`config.mk`:
```
export PLATFORM = sky130hd
export DESIGN_NAME = traffic_light_controller
export DESIGN_NICKNAME = d
export VERILOG_FILES = /design/src/rtl/tl_pkg.sv /design/src/rtl/tl_prescaler.sv /design/src/rtl/traffic_light_controller.sv
export SDC_FILE = /design/constraint.sdc
export NUM_CORES = 1
export LEC_CHECK = 0
export ABC_CLOCK_PERIOD_IN_PS = 3600
export BUFFER_PORTS_ARGS = -buffer_cell sky130_fd_sc_hd__buf_2
export CAP_MARGIN = 0
export CORE_AREA = 5 5 74 76
export DETAILED_ROUTE_END_ITERATION = 10
export DIE_AREA = 0 0 79 81
export MAX_ROUTING_LAYER = met4
export PLACE_DENSITY_LB_ADDON = 0.1
export SETUP_SLACK_MARGIN = 0.4
export SLEW_MARGIN = 20
export SYNTH_ARGS = -nofsm -noshare
export SYNTH_HDL_FRONTEND = slang
export SYNTH_SLANG_ARGS = --single-unit
```
`constraint.sdc`:
```
create_clock -name clk -period 3.6 [get_ports clk]
set_input_delay 0 -clock clk [delete_from_list [all_inputs] [get_ports clk]]
set_output_delay 0 -clock clk [all_outputs]
set_load 0.02 [all_outputs]
```
`src/rtl/tl_pkg.sv`:
```
// Shared types for the traffic light controller.
// Optional all-red clearance phases: define ALL_RED_EN.
package tl_pkg;

  localparam int TW = 7;

  typedef logic [TW-1:0] sec_t;
  typedef logic [2:0]    lamp_t;

  localparam lamp_t RED = 3'b100;
  localparam lamp_t YEL = 3'b010;
  localparam lamp_t GRN = 3'b001;

  typedef enum logic [2:0] {
    PG  = 3'd0,
    PY  = 3'd1,
    SG  = 3'd2,
    SY  = 3'd3
`ifdef ALL_RED_EN
    ,
    AR1 = 3'd4,
    AR2 = 3'd5
`endif
  } state_t;

  typedef struct packed {
    lamp_t p;
    lamp_t s;
  } lamps_t;

  // A zero-second phase is not allowed; it stretches to one second.
  function automatic sec_t clamp_dur(
    input sec_t d
  );
    return (d == '0) ? sec_t'(1) : d;
  endfunction

  function automatic state_t next_state(
    input state_t s
  );
    state_t n;
    n = PG;
    case (s)
`ifdef ALL_RED_EN
      PG:      n = PY;
      PY:      n = AR1;
      AR1:     n = SG;
      SG:      n = SY;
      SY:      n = AR2;
      AR2:     n = PG;
`else
      PG:      n = PY;
      PY:      n = SG;
      SG:      n = SY;
      SY:      n = PG;
`endif
      default: n = PG;
    endcase
    return n;
  endfunction

  function automatic lamps_t lamps_of(
    input state_t s
  );
    lamps_t l;
    l = '{p: RED, s: RED};
    case (s)
      PG:      l = '{p: GRN, s: RED};
      PY:      l = '{p: YEL, s: RED};
      SG:      l = '{p: RED, s: GRN};
      SY:      l = '{p: RED, s: YEL};
      default: l = '{p: RED, s: RED};
    endcase
    return l;
  endfunction

  function automatic sec_t phase_dur(
    input state_t s,
    input sec_t   tp,
    input sec_t   ts,
    input sec_t   ta
  );
    sec_t d;
    d = sec_t'(1);
    case (s)
      PG:      d = clamp_dur(tp);
      PY:      d = clamp_dur(ta);
      SG:      d = clamp_dur(ts);
      SY:      d = clamp_dur(ta);
      default: d = sec_t'(1);
    endcase
    return d;
  endfunction

endpackage

```
`src/rtl/tl_prescaler.sv`:
```
// Divides clk down to a one-cycle pulse per second.
// Frozen (count held) whenever en is low.
module tl_prescaler #(
  parameter int TICK_DIV = 50000000
) (
  input  logic clk,
  input  logic reset,
  input  logic en,
  output logic tick
);

  localparam int CW = $clog2(TICK_DIV);
  localparam logic [CW-1:0] LAST = CW'(TICK_DIV - 1);

  logic [CW-1:0] count;

  assign tick = en && (count == LAST);

  always_ff @(posedge clk or negedge reset) begin
    if (!reset) begin
      count <= '0;
    end else if (en) begin
      count <= tick ? '0 : count + CW'(1);
    end
  end

endmodule

```
`src/rtl/traffic_light_controller.sv`:
```
// Two-road traffic light FSM with per-second countdown.
// Define ALL_RED_EN for 1 s all-red phases between greens.
module traffic_light_controller
  import tl_pkg::*;
#(
  parameter int TICK_DIV = 50000000
) (
  input  logic          clk,
  input  logic          reset,
  input  logic [TW-1:0] TpvIn,
  input  logic [TW-1:0] TsvIn,
  input  logic [TW-1:0] TaIn,
  input  logic          hold,
  output logic [2:0]    lightP,
  output logic [2:0]    lightS,
  output logic [TW-1:0] remaining,
  output logic          tick
);

  state_t state;
  state_t nxt;
  lamps_t nlamps;
  sec_t   cur_dur;
  sec_t   nxt_dur;
  logic   en;

  assign en      = !hold && (remaining != '0);
  assign nxt     = next_state(state);
  assign nlamps  = lamps_of(nxt);
  assign cur_dur = phase_dur(state, TpvIn, TsvIn, TaIn);
  assign nxt_dur = phase_dur(nxt, TpvIn, TsvIn, TaIn);

  tl_prescaler #(
    .TICK_DIV (TICK_DIV)
  ) u_presc (
    .clk   (clk),
    .reset (reset),
    .en    (en),
    .tick  (tick)
  );

  // remaining==0 only right after reset: load the current phase.
  always_ff @(posedge clk or negedge reset) begin
    if (!reset) begin
      state     <= PG;
      remaining <= '0;
      lightP    <= GRN;
      lightS    <= RED;
    end else if (remaining == '0) begin
      remaining <= cur_dur;
    end else if (tick) begin
      if (remaining == sec_t'(1)) begin
        state     <= nxt;
        remaining <= nxt_dur;
        lightP    <= nlamps.p;
        lightS    <= nlamps.s;
      end else begin
        remaining <= remaining - sec_t'(1);
      end
    end
  end

endmodule
```
==> results of run 1 <==
-- layout by cell type (no fill, tap or decap), drive strengths merged, types with 10 or more instances in the layout --
| cell | count |
|---|---|
| buf | 39 |
| dfrtp | 38 |
| nor2 | 27 |
| nand3 | 19 |
| xnor2 | 18 |
| nand2 | 16 |
| nor3 | 13 |
| a222oi | 12 |
| nor4 | 11 |
| inv | 10 |
| ha | 10 |
-- report_power, final --
| group | internal [mW] | leakage [nW] | switching (mW) |
|---|---|---|---|
| sequential | 0.476 | 0.516 | 0.0338 |
| clock | 0.136 | 0.0422 | 0.152 |
| combinational | 0.0425 | 0.758 | 0.0581 |
| total | 0.655 | 1.32 | 0.244 |
-- sequential cells by signal, indices dropped and copies added (netlist names) --
signal / cells
lightP: 3
remaining: 7
lightS: 3
u_presc.count: 26
state: 1
-- layout make-up --
| cell class | instances | area, um2 |
|---|---|---|
| fillers | 397 | 1730 |
| multi-input cells | 219 | 1530 |
| flip-flops and latches | 40 | 1000 |
| repair buffers | 40 | 210 |
| clock buffers | 7 | 76.3 |
| well taps | 54 | 67.6 |
| inverters | 10 | 37.5 |
| clock inverters | 1 | 5.00 |
-- worst reg2reg max path: stages, from the launching register on --
cell	delay (ns)
dfrtp_1	0.44
or4b_1	0.53
or4_4	0.51
or4_4	0.60
or3_1	0.54
mux2_4	0.37
-- logic make-up (layout without fill, tap and decap cells) --
kind of cell	after synthesis	in the layout	synth area share (%)
buffers and inverters	22	58	3.67
AOI/OAI and AO/OA	50	50	14.3
xor gates and xnor gates	21	21	7.00
muxes	9	9	4.57
DFF	40	40	38.2
adders and majority gates	10	10	4.76
and+or+nand+nor	129	129	27.5
-- Yosys cell counts, drive strengths merged (2+ instances only) --
| library cell | number |
|---|---|
| inv | 10 |
| and4 | 4 |
| ha | 10 |
| buf | 4 |
| a22o | 2 |
| or4b | 2 |
| nand2 | 16 |
| or3 | 6 |
| nand3 | 19 |
| o21ai | 9 |
| a222oi | 12 |
| or4 | 6 |
| nand4 | 5 |
| nand4b | 2 |
| xor2 | 3 |
| nor2 | 27 |
| dfrtp | 38 |
| or2 | 4 |
| nor2b | 2 |
| dfstp | 2 |
| mux2 | 6 |
| o22ai | 2 |
| a21oi | 9 |
| nor3 | 13 |
| a31oi | 3 |
| a41oi | 2 |
| and3 | 4 |
| nor4b | 2 |
| mux2i | 3 |
| clkbuf | 8 |
| nor4 | 11 |
| xnor2 | 18 |
-- through the flow --
| stage | hold WS, ns | instance area (um2) | util (%) |
|---|---|---|---|
| after floorplan | -0.296 | 2630 | - |
| after global placement | 0.172 | 2840 | 60.8 |
| after detailed placement | 0.182 | 2840 | 60.8 |
| after CTS | 0.0496 | 2930 | 62.8 |
| after global routing | 0.0885 | 2930 | 62.8 |
| final | 0.0553 | 2930 | 62.8 |
-- layer usage --
| metal | vias up | wire, um | track usage [%] |
|---|---|---|---|
| met2 | 122 | 3320 | 38.9 |
| met3 | 5 | 416 | 2.77 |
| met4 | 0 | 48 | 7.39 |
| li1 | 1143 | - | - |
| met5 | - | 0 | - |
| met1 | 1158 | 2740 | 28.1 |
-- path summary, 6_finish.rpt --
| path | depth (start not counted) | slack [ns] | endpoint |
|---|---|---|---|
| max in group asynchronous | 2 | 2.66 | remaining[1] |
| min in group asynchronous | 2 | 0.38 | u_presc.count[14] |
| max reg2reg | 5 | 0.49 | lightS[0] |
| min reg2reg | 2 | 0.47 | lightS[2] |
| max | 5 | 0.49 | lightS[0] |
| min | 4 | 0.06 | u_presc.count[0] |
-- what timing repair did --
| item | CTS | global route |
|---|---|---|
| hold buffers | 1 | 0 |
| setup buffers | 0 | 0 |
| endpoints found under the hold margin | 38 | 0 |
==> out/metrics.yaml, run 1 <==
async_flop_share_pct: 100
timing.setup.tns_ns: 0
p_total_uw: 899
seq_area_frac_synth_pct: 38.2
cpMostUsedCell: "or4_4"
clk_pin_slew_ns: 0.08
synth_cell_type_count: 56
clk_latency_ns: 0.29
core_area_mm2: 0.00466
crit_family: "simple AND/OR/NAND/NOR gates"
synth_ff_type: "dfrtp_1"
synth_fp_nets: 315
vias: 2428
portBuffers: 37
final_nets: 350
critPathMaxStageDelay_ns: 0.60
die_h_um: 81
final_layout_size_suffix_gt1_share_pct: 20.5
max_clock_freq_mhz: 322
setup_viol: 0
start_util_pct: 56.3
crit_path_end_kind: "flop"
htreeDepth: 2
power_density_mw_per_mm2: 307
synth_largest_area_cell: "dfrtp_1"
grt.total_usage_pct: 22.7
final.period_utilization_pct: 86.3
fin_cells: 371
grt_pass1_vias: 2320
synth-edff-count: 0
synth-seq-cells: 40
worstSetupPathType: "reg -> reg"
outcome: "finished, final reports clean"
place_ws_ns: 0.521
path_cells: "or4b_1, or4_4, or4_4, or3_1, mux2_4"
numCtsBuffers: 5
drt-initial-drc-count: 252
drt_pre_antenna_iters: 5
antenna_found_initial: 0
root_buffer: "clkbuf_8"
post-place-cells: 362
vdd_drop_max_mv: 0.170
cts_resized: 0
cts_max_path_buffers: 2
grt_max_degree: 41
dieWidth_um: 79
hp-start: "hold"
ios: 38
place_congestion: 0.934
die_area_mm2: 0.00640
ant_nets: 0
rsz0062_at_grt: "false"
cts.sinks: 40
critPathSlowestCell: "or4_4"
finalCriticalPeriod_ns: 3.11
start_kind: "flop"
rows: 25
leakagePower_nw: 1.32
cts_tree: "done"
wl_um: 6530
n_antenna_cell: 0
syn-mean-instance-area_um2: 9.35
synthTopCellsByArea: "dfrtp_1, xnor2_1, ha_1"
wl_per_cell_um: 17.6
clock-skew-final_ns: 0.00493
drt-vias-per-instance: 6.54
final_max_slew_viol_count: 0
area_growth_pct: 11.4
worst_slack_ns: 0.492
hold_viol_final: 0
r2r_start: "u_presc.count[11]"
critPathArrivalTime_ns: 3.28
crit_start: "u_presc.count[11]"
maxCapViolations: 0
cp.required_ns: 3.77
min_path_type: "in -> reg"
maxSlewHeadroom_pct: 39.4
synth_area_mm2: 0.00263
grt_overflow_total: 0
grt_pass1_wl_um: 11200
netlist.area_leader.share_pct: 36.2
drc: 0
worstMarginPinSlew_ns: 0.910
cp_max_fo: 7
dp_hpwl_um: 4870
yosysWarnings: 0
cp_num_buf_inv: 0
syn-instance-count: 281
Power figures use the tool's default switching activity.
==> run 2: changes to the inputs <==
Settings changed: ABC_AREA set to 1, ABC_CLOCK_PERIOD_IN_PS 3600 to 3350, CORE_AREA 5 5 74 76 to 5 5 79 81, DIE_AREA 0 0 79 81 to 0 0 84 86.
Clock period 3.6 ns to 3.35 ns, I/O delays scaled along.
==> out/metrics.yaml, run 2 <==
regMostFlops: "u_presc.count"
largest_reg_flops: 26
ant_nets: 0
root_buffer: "clkbuf_8"
pwr-share-comb_pct: 39.5
min_path_type: "in -> reg"
crit_path_end_kind: "output port"
r2r_cells: 10
worst_slack_ns: 0.916
cts.sinks: 40
synthTopCellsByArea: "dfrtp_1, nand2_1, nor2_1"
clock-skew-final_ns: 0.00614
place_ws_ns: 1.24
synth-edff-count: 0
hold_viol_final: 0
setup_viol: 0
dp_hpwl_um: 6100
power_density_mw_per_mm2: 503
p_sw_share_pct: 43.0
ios: 38
rsz0062_at_grt: "false"
r2r_start: "remaining[0]"
wl_um: 7750
holdPathStages: 3
numCtsBuffers: 5
postCtsSetupRepairBufs: 0
final.period_utilization_pct: 72.6
drt-vias-per-instance: 5.34
final_common_cell: "nand2_1"
synth_largest_area_cell: "dfrtp_1"
synth_ff_type: "dfrtp_1"
drt-initial-drc-count: 144
worstMarginPinSlew_ns: 0.904
cts_resized: 0
reg2reg_slack_ns: 1.23
r2r_end: "state[0]"
start_util_pct: 57.7
drt_pre_antenna_iters: 5
synth_common_cells: "nand2_1, nor2_1, inv_1"
crit_family: "simple AND/OR/NAND/NOR gates"
layout_common_cells: "nand2_1, nor2_1, inv_1, dfrtp_1, buf_2"
hold_end: "u_presc.count[18]"
maxSlewHeadroom_pct: 39.7
grt_pass1_vias: 3058
grt.total_usage_pct: 23.5
grt_max_degree: 41
internal_power_uw: 988
path_cells: "inv_1, ha_1, nand2_1, nor2_2, nor2_4, buf_4, nand3_1, nor2_1, buf_2"
vias: 3163
final_nets: 553
finalCriticalPeriod_ns: 2.43
portBuffers: 37
cts_tree: "done"
p_seq_share_pct: 41.0
p_switching_uw: 744
synth_cell_type_count: 33
drc: 0
grt_overflow_total: 0
grt_pass1_wl_um: 13600
place_congestion: 0.887
wl_per_cell_um: 13.1
n_antenna_cell: 0
synth_fp_nets: 517
async_flop_share_pct: 100
seq_area_frac_synth_pct: 32.2
worstSetupPathType: "reg -> out"
synth_area_mm2: 0.00312
core_area_mm2: 0.00541
vdd_drop_max_mv: 0.506
htreeDepth: 2
final_layout_size_suffix_gt1_share_pct: 13.3
cts_max_path_buffers: 2
die_h_um: 86
clk_pin_slew_ns: 0.08
syn-instance-count: 483
yosysWarnings: 0
final_max_slew_viol_count: 0
timing.setup.tns_ns: 0
rows: 27
outcome: "finished, final reports clean"
start_kind: "flop"
maxCapViolations: 0
synth-seq-cells: 40
die_area_mm2: 0.00722
leakagePower_nw: 1.74
cp.required_ns: 3.35
clkPwrFrac_pct: 19.5
area_growth_pct: 10.4
antenna_found_initial: 0
critPathArrivalTime_ns: 2.43
synth.most_common_cell: "nand2_1"
cp_max_fo: 19
critPathMaxStageDelay_ns: 0.44
dieWidth_um: 84
hp-start: "hold"
cp_num_buf_inv: 3
critPathSlowestCell: "dfrtp_1"
reg_top3: "u_presc.count x26, remaining x7"
max_clock_freq_mhz: 411
cts-hold-fix-buffers: 1
syn-mean-instance-area_um2: 6.46
clk_latency_ns: 0.30
netlist.area_leader.share_pct: 30.5
run 2: cell types whose count changed after synthesis, moves of 8 or more:
cell | previous run | this run
nand2_1 | 16 | 190
nor4_1 | 10 | 2
a222oi_1 | 12 | 0
xnor2_1 | 18 | 0
nand3_1 | 19 | 31
nor2_1 | 27 | 56
o21ai_1 | 1 | 12
xor2_1 | 3 | 14
inv_1 | 10 | 50
run 2: per-stage QoR:
| step | utilization, % | cells | hold WS, ns | cell area (um2) | total power, mW |
|---|---|---|---|---|---|
| 4_1_cts | 63.7 | 592 | 0.0611 | 3440 | 1.74 |
| 6_report | 63.7 | 592 | 0.0596 | 3440 | 1.73 |
| 3_5_place_dp | 61.8 | 583 | 0.181 | 3340 | 1.40 |
| 3_3_place_gp | 61.8 | 583 | 0.170 | 3340 | 1.39 |
| 2_1_floorplan | - | 483 | -0.296 | 3120 | 1.20 |
| 5_1_grt | 63.7 | 592 | 0.0817 | 3440 | 1.89 |
run 2: kinds of logic (layout without fill, tap and decap cells):
family	count (synthesis)	in the layout	synth area share (%)
flops	40	40	32.2
buf+inv	64	101	8.54
fa+ha+maj	10	10	4.01
compound gates	43	43	8.06
xor+xnor	14	14	3.93
simple gates	312	312	43.3
run 2: worst max path at each step:
stage	start	endpoint	slack, ns	cells after the start
final	remaining[0]	tick	0.92	9
after global routing	remaining[0]	tick	0.72	9
after global placement	remaining[0]	tick	1.30	9
after detailed placement	remaining[0]	state[0]	1.24	10
after CTS	remaining[0]	tick	0.92	9
after floorplan	remaining[0]	u_presc.count[3]	1.48	8
run 2: worst min-delay path, stage by stage:
cell,delay [ns]
buf_2,0.10
nor2_4,0.10
o21ai_1,0.12
run 2: layout make-up:
class,instances,area (um2)
fill,540,1960
multi-input combinational,379,1850
sequential,40,1000
inverter,54,206
timing repair buffer,39,203
tap,72,90.1
clock buffer,6,82.6
clock inverter,2,10.0
run 2: routing by layer:
| layer | vias up | routed length [um] | track usage, % |
|---|---|---|---|
| met3 | 13 | 344 | 3.07 |
| met5 | - | 0 | - |
| met1 | 1465 | 3240 | 26.8 |
| li1 | 1595 | - | - |
| met4 | 0 | 177 | 7.46 |
| met2 | 90 | 3990 | 42.9 |
run 2: power by group through the flow:
stage	combinational, mW	clock [mW]	sequential, mW
floorplan	0.455	0	0.742
global placement	0.669	0	0.716
detailed placement	0.684	0	0.717
CTS	0.687	0.346	0.709
global route	0.792	0.371	0.726
finish	0.684	0.338	0.710
==> run 3: changes to the inputs <==
Settings changed: ABC_CLOCK_PERIOD_IN_PS 3350 to 2500.
Clock period 3.35 ns to 2.5 ns, I/O delays scaled along.
==> out/metrics.yaml, run 3 (synthesis gave the netlist of run 2 again) <==
core_area_mm2: 0.00541
n_antenna_cell: 0
root_buffer: "clkbuf_8"
setup_viol: 0
worstSetupPathType: "reg -> out"
final_layout_size_suffix_gt1_share_pct: 14.1
reg_top3: "u_presc.count x26, remaining x7"
portBuffers: 37
vias: 3190
cts_tree: "done"
power_density_mw_per_mm2: 676
worstMarginPinSlew_ns: 0.891
rsz0062_at_grt: "false"
internal_power_mw: 1.36
largest_reg_flops: 26
critPathMaxStageDelay_ns: 0.40
place_ws_ns: 0.596
die_h_um: 86
min_path_type: "in -> reg"
htreeDepth: 2
grt_pass1_vias: 3003
p_switching_mw: 1.02
wl_per_cell_um: 13.6
place_congestion: 0.953
timing.setup.tns_ns: 0
place_area_mm2: 0.00335
r2r_end: "remaining[2]"
holdPathStages: 5
critPathCapture: "tick"
p_seq_share_pct: 40.2
antenna_found_initial: 0
rows: 27
fin_cells: 596
clk_pin_slew_ns: 0.08
dieWidth_um: 84
clock-skew-final_ns: 0.00559
cts.sinks: 40
path_cells: "ha_1, nand3_2, nor2_1, nand3_1, nor2_2, buf_2"
vdd_drop_max_mv: 0.552
finalCriticalPeriod_ns: 1.99
leakagePower_nw: 1.76
start_util_pct: 57.7
cts_max_path_buffers: 2
p_total_mw: 2.37
grt_max_degree: 41
final.period_utilization_pct: 79.7
maxSlewHeadroom_pct: 40.6
final_common_cell: "nand2_1"
crit_start: "u_presc.count[1]"
post-place-cells: 583
critPathSlowestCell: "dfrtp_1"
die_area_mm2: 0.00722
numCtsBuffers: 5
ios: 38
ant_nets: 0
maxCapViolations: 0
drt_pre_antenna_iters: 5
worst_slack_ns: 0.507
reg2reg_slack_ns: 0.56
crit_path_end_kind: "output port"
regMostFlops: "u_presc.count"
hold_viol_final: 0
clkPwrFrac_pct: 19.4
drt-vias-per-instance: 5.35
final_nets: 557
drt-initial-drc-count: 198
clk_latency_ns: 0.30
area_growth_pct: 12.5
p_sw_share_pct: 42.8
dp_hpwl_um: 6070
drc: 0
hold_ws_ns: 0.161
fin_util_pct: 64.9
start_kind: "flop"
grt_overflow_total: 0
cp.required_ns: 2.50
r2r_start: "lightP[2]"
r2r_cells: 9
final_max_slew_viol_count: 0
grt.total_usage_pct: 23.4
layout_common_cells: "nand2_1, nor2_1, inv_1, buf_2, dfrtp_1"
cp_max_fo: 5
wl_um: 8100
critPathArrivalTime_ns: 1.99
outcome: "finished, final reports clean"
fin_area_mm2: 0.00351
pwr-share-comb_pct: 40.5
max_clock_freq_mhz: 502
grt_pass1_wl_um: 13500
==> run 3: final cells by class <==
cell class	count	area [um2]
clock buffer	8	90.1
fill	505	1900
inverter	54	206
multi-input combinational	379	1850
sequential	40	1000
tap	72	90.1
timing repair buffer	43	263
==> run 3: routing by layer <==
metal	part of all wire, %	vias up	routed length, um	track usage, %
met5	0	-	0	-
met4	2.0	0	162	7.60
met3	6.3	25	513	4.03
met2	51	121	4090	41.9
met1	41	1444	3330	26.6
li1	-	1600	-	-
==> run 3: worst min-delay path by stage <==
stage                     startpoint                end  slack (ns)
final                           hold  u_presc.count[20]        0.16
after global routing            hold   u_presc.count[6]        0.20
after CTS                       hold  u_presc.count[10]        0.18
after detailed placement       reset  u_presc.count[10]        0.18
after global placement         reset  u_presc.count[10]        0.17
after floorplan                reset          lightP[1]       -0.30
==> run 3: critical path, delay by kind of cell, from the launching register on <==
family	cells	cell delay, ns
adders and majority gates	1	0.29
buffers and inverters	1	0.20
and+or+nand+nor	4	0.81
DFF	1	0.40
==> run 3: power groups by stage <==
stage | Sequential (mW) | Combinational (mW) | Clock [mW]
final | 0.953 | 0.960 | 0.460
after global routing | 0.974 | 1.09 | 0.495
after global placement | 0.962 | 0.913 | 0
after floorplan | 0.994 | 0.610 | 0
after CTS | 0.945 | 0.951 | 0.464
after detailed placement | 0.962 | 0.925 | 0
==> run 3: what timing repair did <==
item | CTS | global route
resized for setup | 1 | 2
setup buffers | 1 | 2
hold buffers | 1 | 0
endpoints found under the hold margin | 38 | 0
gates cloned | 0 | 1
pin swaps | 0 | 1
endpoints found under the setup margin | 1 | 4
